**src/rtl/coin_pkg.sv**
```systemverilog
// Shared constants and state encoding for the coin dispenser.
// Denomination values are indexed by their eject bit position.
package coin_pkg;

    localparam int unsigned N_DENOM = 6;
    localparam int unsigned AMT_W   = 16;

    // Index i holds the cent value driven on eject bit i (bit0=1c ... bit5=500c).
    localparam logic [AMT_W-1:0] DENOM_VAL [N_DENOM] = '{
        16'd1, 16'd5, 16'd10, 16'd25, 16'd100, 16'd500
    };

    typedef enum logic [2:0] {
        S_IDLE,
        S_SELECT,
        S_EJECT,
        S_GAP,
        S_DONE
    } state_t;

endpackage

```
**src/rtl/coin_dispenser_if.sv**
```systemverilog
// Request/response bundle between the vending controller and the coin dispenser.
interface coin_dispenser_if;
    import coin_pkg::*;

    logic               I_START;
    logic [AMT_W-1:0]   I_AMOUNT;
    logic               I_REFILL;
    logic [N_DENOM-1:0] O_COIN_EJECT;
    logic               O_BUSY;
    logic               O_DONE;
    logic               O_SHORT;
    logic [AMT_W-1:0]   O_REMAINDER;

    modport master (
        output I_START, I_AMOUNT, I_REFILL,
        input  O_COIN_EJECT, O_BUSY, O_DONE, O_SHORT, O_REMAINDER
    );

    modport slave (
        input  I_START, I_AMOUNT, I_REFILL,
        output O_COIN_EJECT, O_BUSY, O_DONE, O_SHORT, O_REMAINDER
    );

endinterface

```
**src/rtl/coin_select.sv**
```systemverilog
// Greedy pick: largest in-stock denomination not exceeding the remaining amount.
module coin_select
    import coin_pkg::*;
(
    input  logic [AMT_W-1:0]   remaining,
    input  logic [N_DENOM-1:0] avail,
    output logic               valid_c,
    output logic [N_DENOM-1:0] onehot_c,
    output logic [AMT_W-1:0]   value_c
);

    // Ascending scan; the last hit is the largest eligible coin.
    always_comb begin
        valid_c  = 1'b0;
        onehot_c = '0;
        value_c  = '0;
        for (int i = 0; i < N_DENOM; i++) begin
            if (avail[i] && (DENOM_VAL[i] <= remaining)) begin
                valid_c  = 1'b1;
                onehot_c = N_DENOM'(1) << i;
                value_c  = DENOM_VAL[i];
            end
        end
    end

endmodule

```
**src/rtl/coin_dispenser.sv**
```systemverilog
// Change-return engine: greedy coin breakdown, one solenoid pulse at a time,
// per-denomination inventory with refill and shortfall reporting.
module coin_dispenser
    import coin_pkg::*;
#(
    parameter int unsigned INV_WIDTH    = 8,
    parameter int unsigned INIT_COUNT   = 20,
    parameter int unsigned EJECT_CYCLES = 2
) (
    input  logic            I_CLK,
    input  logic            I_RESET,
    coin_dispenser_if.slave bus
);

    localparam int unsigned CNT_W = 4;

    state_t               state_q, state_d;
    logic [AMT_W-1:0]     remaining_q, remaining_d;
    logic [INV_WIDTH-1:0] inv [N_DENOM];
    logic [INV_WIDTH-1:0] inv_d [N_DENOM];
    logic [CNT_W-1:0]     cnt_q, cnt_d;
    logic [N_DENOM-1:0]   eject_q, eject_d;
    logic                 busy_q, busy_d;
    logic                 done_q, done_d;
    logic                 short_q, short_d;
    logic [AMT_W-1:0]     rem_q, rem_d;

    logic [N_DENOM-1:0]   avail;
    logic                 sel_valid;
    logic [N_DENOM-1:0]   sel_onehot;
    logic [AMT_W-1:0]     sel_value;

    always_comb begin
        avail = '0;
        for (int i = 0; i < N_DENOM; i++) begin
            avail[i] = (inv[i] != '0);
        end
    end

    coin_select u_select (
        .remaining (remaining_q),
        .avail     (avail),
        .valid_c   (sel_valid),
        .onehot_c  (sel_onehot),
        .value_c   (sel_value)
    );

    always_ff @(posedge I_CLK or posedge I_RESET) begin
        if (I_RESET) begin
            state_q     <= S_IDLE;
            remaining_q <= '0;
            cnt_q       <= '0;
            eject_q     <= '0;
            busy_q      <= 1'b0;
            done_q      <= 1'b0;
            short_q     <= 1'b0;
            rem_q       <= '0;
            for (int i = 0; i < N_DENOM; i++) begin
                inv[i] <= INV_WIDTH'(INIT_COUNT);
            end
        end else begin
            state_q     <= state_d;
            remaining_q <= remaining_d;
            cnt_q       <= cnt_d;
            eject_q     <= eject_d;
            busy_q      <= busy_d;
            done_q      <= done_d;
            short_q     <= short_d;
            rem_q       <= rem_d;
            for (int i = 0; i < N_DENOM; i++) begin
                inv[i] <= inv_d[i];
            end
        end
    end

    always_comb begin
        state_d     = state_q;
        remaining_d = remaining_q;
        cnt_d       = cnt_q;
        eject_d     = eject_q;
        busy_d      = busy_q;
        done_d      = 1'b0;
        short_d     = short_q;
        rem_d       = rem_q;
        for (int i = 0; i < N_DENOM; i++) begin
            inv_d[i] = inv[i];
        end

        case (state_q)
            S_IDLE: begin
                // A refill coinciding with a start lands first, so the start sees full stock.
                if (bus.I_REFILL) begin
                    for (int i = 0; i < N_DENOM; i++) begin
                        inv_d[i] = INV_WIDTH'(INIT_COUNT);
                    end
                end
                if (bus.I_START) begin
                    remaining_d = bus.I_AMOUNT;
                    short_d     = 1'b0;
                    rem_d       = '0;
                    busy_d      = 1'b1;
                    state_d     = S_SELECT;
                end
            end
            S_SELECT: begin
                if (sel_valid) begin
                    remaining_d = remaining_q - sel_value;
                    for (int i = 0; i < N_DENOM; i++) begin
                        if (sel_onehot[i]) begin
                            inv_d[i] = inv[i] - INV_WIDTH'(1);
                        end
                    end
                    cnt_d   = CNT_W'(EJECT_CYCLES);
                    eject_d = sel_onehot;
                    state_d = S_EJECT;
                end else begin
                    done_d  = 1'b1;
                    short_d = (remaining_q != '0);
                    rem_d   = remaining_q;
                    state_d = S_DONE;
                end
            end
            S_EJECT: begin
                if (cnt_q == CNT_W'(1)) begin
                    eject_d = '0;
                    state_d = S_GAP;
                end else begin
                    cnt_d = cnt_q - CNT_W'(1);
                end
            end
            S_GAP: begin
                state_d = S_SELECT;
            end
            S_DONE: begin
                busy_d  = 1'b0;
                state_d = S_IDLE;
            end
            default: begin
                state_d = S_IDLE;
            end
        endcase
    end

    assign bus.O_COIN_EJECT = eject_q;
    assign bus.O_BUSY       = busy_q;
    assign bus.O_DONE       = done_q;
    assign bus.O_SHORT      = short_q;
    assign bus.O_REMAINDER  = rem_q;

endmodule

```
**src/flat_wrapper.sv**
```systemverilog
// flat-port wrapper written by rule: the top's interface ports become plain ports
module coin_dispenser_flat import coin_pkg::*;
#(
    parameter int unsigned INV_WIDTH    = 8,
    parameter int unsigned INIT_COUNT   = 20,
    parameter int unsigned EJECT_CYCLES = 2
)
  (I_CLK, I_RESET, bus_I_START, bus_I_AMOUNT, bus_I_REFILL, bus_O_COIN_EJECT, bus_O_BUSY, bus_O_DONE, bus_O_SHORT, bus_O_REMAINDER);
  coin_dispenser_if bus_i ();
  input  logic I_CLK;
  input  logic I_RESET;
  input wire logic [$bits(bus_i.I_START)-1:0] bus_I_START;
  input wire logic [$bits(bus_i.I_AMOUNT)-1:0] bus_I_AMOUNT;
  input wire logic [$bits(bus_i.I_REFILL)-1:0] bus_I_REFILL;
  output wire logic [$bits(bus_i.O_COIN_EJECT)-1:0] bus_O_COIN_EJECT;
  output wire logic [$bits(bus_i.O_BUSY)-1:0] bus_O_BUSY;
  output wire logic [$bits(bus_i.O_DONE)-1:0] bus_O_DONE;
  output wire logic [$bits(bus_i.O_SHORT)-1:0] bus_O_SHORT;
  output wire logic [$bits(bus_i.O_REMAINDER)-1:0] bus_O_REMAINDER;
  assign bus_i.I_START = bus_I_START;
  assign bus_i.I_AMOUNT = bus_I_AMOUNT;
  assign bus_i.I_REFILL = bus_I_REFILL;
  assign bus_O_COIN_EJECT = bus_i.O_COIN_EJECT;
  assign bus_O_BUSY = bus_i.O_BUSY;
  assign bus_O_DONE = bus_i.O_DONE;
  assign bus_O_SHORT = bus_i.O_SHORT;
  assign bus_O_REMAINDER = bus_i.O_REMAINDER;
  coin_dispenser #(.INV_WIDTH(INV_WIDTH), .INIT_COUNT(INIT_COUNT), .EJECT_CYCLES(EJECT_CYCLES)) u_core (.I_CLK(I_CLK), .I_RESET(I_RESET), .bus(bus_i));
endmodule
```
**config.mk**
```make
export PLATFORM = sky130hd
export DESIGN_NAME = coin_dispenser_flat
export DESIGN_NICKNAME = d
export VERILOG_FILES = /design/src/rtl/coin_pkg.sv /design/src/rtl/coin_dispenser_if.sv /design/src/rtl/coin_select.sv /design/src/rtl/coin_dispenser.sv /design/src/flat_wrapper.sv
export SDC_FILE = /design/constraint.sdc
export NUM_CORES = 1
export LEC_CHECK = 0
export BUFFER_PORTS_ARGS = -buffer_cell sky130_fd_sc_hd__buf_2
export CAP_MARGIN = 0
export CORE_ASPECT_RATIO = 1.75
export CORE_MARGIN = 2
export CORE_UTILIZATION = 65
export DETAILED_ROUTE_END_ITERATION = 6
export HOLD_SLACK_MARGIN = 0.08
export PLACE_DENSITY = 0.84
export SLEW_MARGIN = 20
export SYNTH_ARGS = -nofsm -noshare
export SYNTH_HDL_FRONTEND = slang
export SYNTH_SLANG_ARGS = --single-unit
export TNS_END_PERCENT = 100
```
**constraint.sdc**
```tcl
create_clock -name I_CLK -period 6 [get_ports I_CLK]
set_clock_uncertainty 0.2 [all_clocks]
set_input_delay 0.3 -clock I_CLK [delete_from_list [all_inputs] [get_ports I_CLK]]
set_output_delay 0.3 -clock I_CLK [all_outputs]
set_load 0.05 [all_outputs]
```
==> metrics.txt <==
worst-path maximum fanout=18; wirelength, routed=14600 um; Yosys top cell area share=between 30% and 40%; final hold vios=0; Worst Max-Slew Pin Slew=0.988 ns; worst hold start=bus_I_AMOUNT[2]; max frequency=197 MHz; Synth Register Bits=96; status=complete, no violations; Clk Latency, worst-skew pair=roughly 0.36 ns; Worst Setup SP=u_core.inv[0]; CTS Buf Count=9; CP Buf/Inv Count=2; Mapped Area=0.00564 sq mm; PwrDens=about 200 mW/mm^2; top cells by area, synth=dfrtp_1 (37%), o21ai_0 (6.5%), dfstp_2 (5.6%); Routability Congestion=roughly 1.0; clock tree buffer depth=2; WL/cell=18.3 um; leak pwr=2.83 nW; Reg-to-Reg Start=u_core.inv[0]; Tcrit/Tclk final=84.7%; worst hold path class=input port to flip-flop; Mapped Cells=633; Min Hold Slack=just under 0.09 ns; CTS tree=built; Max VDD drop=about 0.16 mV; # diodes=0; Fill cells=634; slowest CP cell=nor4_4; Setup violations, final=0; CP cell instances=inv_1 > ha_1 > nor3b_1 > nand3_1 > o21a_1 > nor4_4 > inv_1 > fa_1 > nand2_1 > a21oi_1 > o311ai_0 > a21oi_1 > nor4_1 > o21ai_0 > a22o_1; Core Footprint=0.00856 sq mm; 1st-iter DRT viols=467; top cells by count, synth=dfrtp_1 (84), o21ai_0 (73), nand2_1 (71), nor2_1 (57), inv_1 (39); largest net degree at the start of global routing=76; Crit Path Class=flip-flop to flip-flop; Post-synth ARST share=100%; die width=around 74 um; max incr delay on CP=0.69 ns; Vias/cell=6.62; overall power=1.28 mW; area of the die=0.00947 sq mm; ratio of cells with drive above 1 in the final layout=14.8%; Clock Pin Slew Worst Setup and Hold Paths=0.07 ns; crit start category=flip-flop; clk root buf=clkbuf_16; RSZ-0062 raised after global routing=no; register area share after synthesis=42.9%; most frequent cell after synthesis=dfrtp_1; Mean Syn Cell Area=8.91 sq um; Initial Utilization=65.9%; Max Slew Vio Count=0; cell family with most CP delay=compound AO/OA/AOI/OAI gates; I/O pins=45; DRC Markers=0; initial antenna violation count=0; count of non-filler cells in the finished layout=~800; dominant synthesized flop cell=dfrtp_1; Die Span Y=127 um; Synth area leader=dfrtp_1; gr usage total=around 33%; Synth Warn #=0; global-route wire length before repair=approximately 24000 um; number of synthesized flops with an enable pin=0; H-tree depth=3; Final TNS setup=0 ns; area delta synth->final=13.0%; Setup crit end kind=flip-flop; critical path data arrival time=around 5.1 ns; PortBufs=44; grt ovf=0; max cap viols=0; post_cts resized=0; Final nets=about 700; Post-DRT Antenna Nets=0; Inst Count DP=771; clk sinks=96; Post-DP HPWL=around 10000 um; Vias=5286; # rows=45; DRT Pass-1 Iters=5; number of global-route vias before repair=5178; Post-Syn Nets=675; min cycle time layout=5.08 ns; critical path required time=~6 ns; Slew Limit Headroom=34.1%; post-synth cell types=65
==> cells in the final DEF, fill, tap and decap left out, types with 4 or more instances in the layout <==
cell type,n
clkbuf_16,9
buf_4,4
or3_1,7
dlygate4sd3_1,12
a31oi_1,24
and3_1,4
o21ai_0,73
dfstp_2,12
and2_1,6
buf_2,44
nor3_1,24
mux2_2,5
a21oi_1,34
clkinv_2,4
a41oi_1,4
mux2i_1,16
a22o_1,10
ha_1,21
o31ai_1,5
nor2_1,57
o21a_1,4
nor4_1,7
nand2_1,71
dfrtp_1,84
inv_1,38
nand3_1,21
nand4_1,9
==> through the flow <==
step	instance area [sq um]	util (%)	setup WS, ns
final	6370	74.5	0.919
after global routing	6370	74.5	0.561
after CTS	6360	74.3	1.01
after detailed placement	5920	69.2	1.09
after global placement	5920	69.2	1.45
after floorplan	5640	-	1.92
==> tightest hold or removal path, cell delays in order <==
cell and delay (ns):
buf_2 0.08, nand2_1 0.04, o21ai_0 0.05, mux2_2 0.14
==> repair_timing <==
action / 4_1_cts / 5_1_grt
buffers inserted: 0 / 0
hold buffers: 12 / 0
hold endpoints to repair: 33 / 0
==> path summary, 6_finish.rpt <==
check	endpoint	slack, ns	depth (start not counted)
max	u_core.remaining_q[12]	0.92	15
min	u_core.remaining_q[2]	0.09	4
max reg2reg	u_core.remaining_q[12]	0.92	15
min reg2reg	u_core.bus.O_COIN_EJECT[3]	0.28	1
max in group asynchronous	u_core.inv[3]	4.09	4
min in group asynchronous	u_core.bus.O_REMAINDER[7]	0.25	3
==> layer usage <==
layer	wire [um]	vias up	GRT usage, %
li1	-	2404	-
met1	5320	2568	36.9
met2	7840	248	57.3
met3	819	66	5.76
met4	642	0	16.3
met5	0	-	0
==> cell type report <==
cell class              instances  area, sq um  share of cell area [%]
multi-input cells             471         2980                    46.7
well taps                     117          146                    2.30
clock buffers                  10          229                    3.59
repair buffers                 60          370                    5.81
flip-flops and latches         96         2420                    37.9
inverters                      39          148                    2.32
clock inverters                 6         83.8                    1.32
==> registers in the layout, indices dropped and copies added (netlist names) <==
name / flops
u_core.bus.O_COIN_EJECT: 6
u_core.cnt_q: 4
u_core.bus.O_BUSY: 1
u_core.inv: 48
u_core.bus.O_SHORT: 1
u_core.remaining_q: 16
u_core.bus.O_REMAINDER: 16
u_core.bus.O_DONE: 1
u_core.state_q: 3
==> logic make-up (layout without fill, tap and decap cells) <==
logic type               after synthesis  count (layout)  synth area share [%]
AO/OA/AOI/OAI                        187             187                  21.0
XOR/XNOR                               5               5                 0.777
adder cells (fa/ha/maj)               22              22                  5.01
buffers and inverters                 66             115                  4.90
flip-flops                            96              96                  42.9
multiplexers                          21              21                  3.84
AND/OR/NAND/NOR                      236             236                  21.6
==> power by group <==
group          total [mW]  leakage, nW  internal, mW  switching (mW)
Sequential          0.648         1.01         0.648               0
Clock               0.608        0.156         0.363           0.244
Combinational      0.0285         1.67        0.0113          0.0172
Total                1.28         2.83          1.02           0.261
Power figures use the tool's default switching activity.
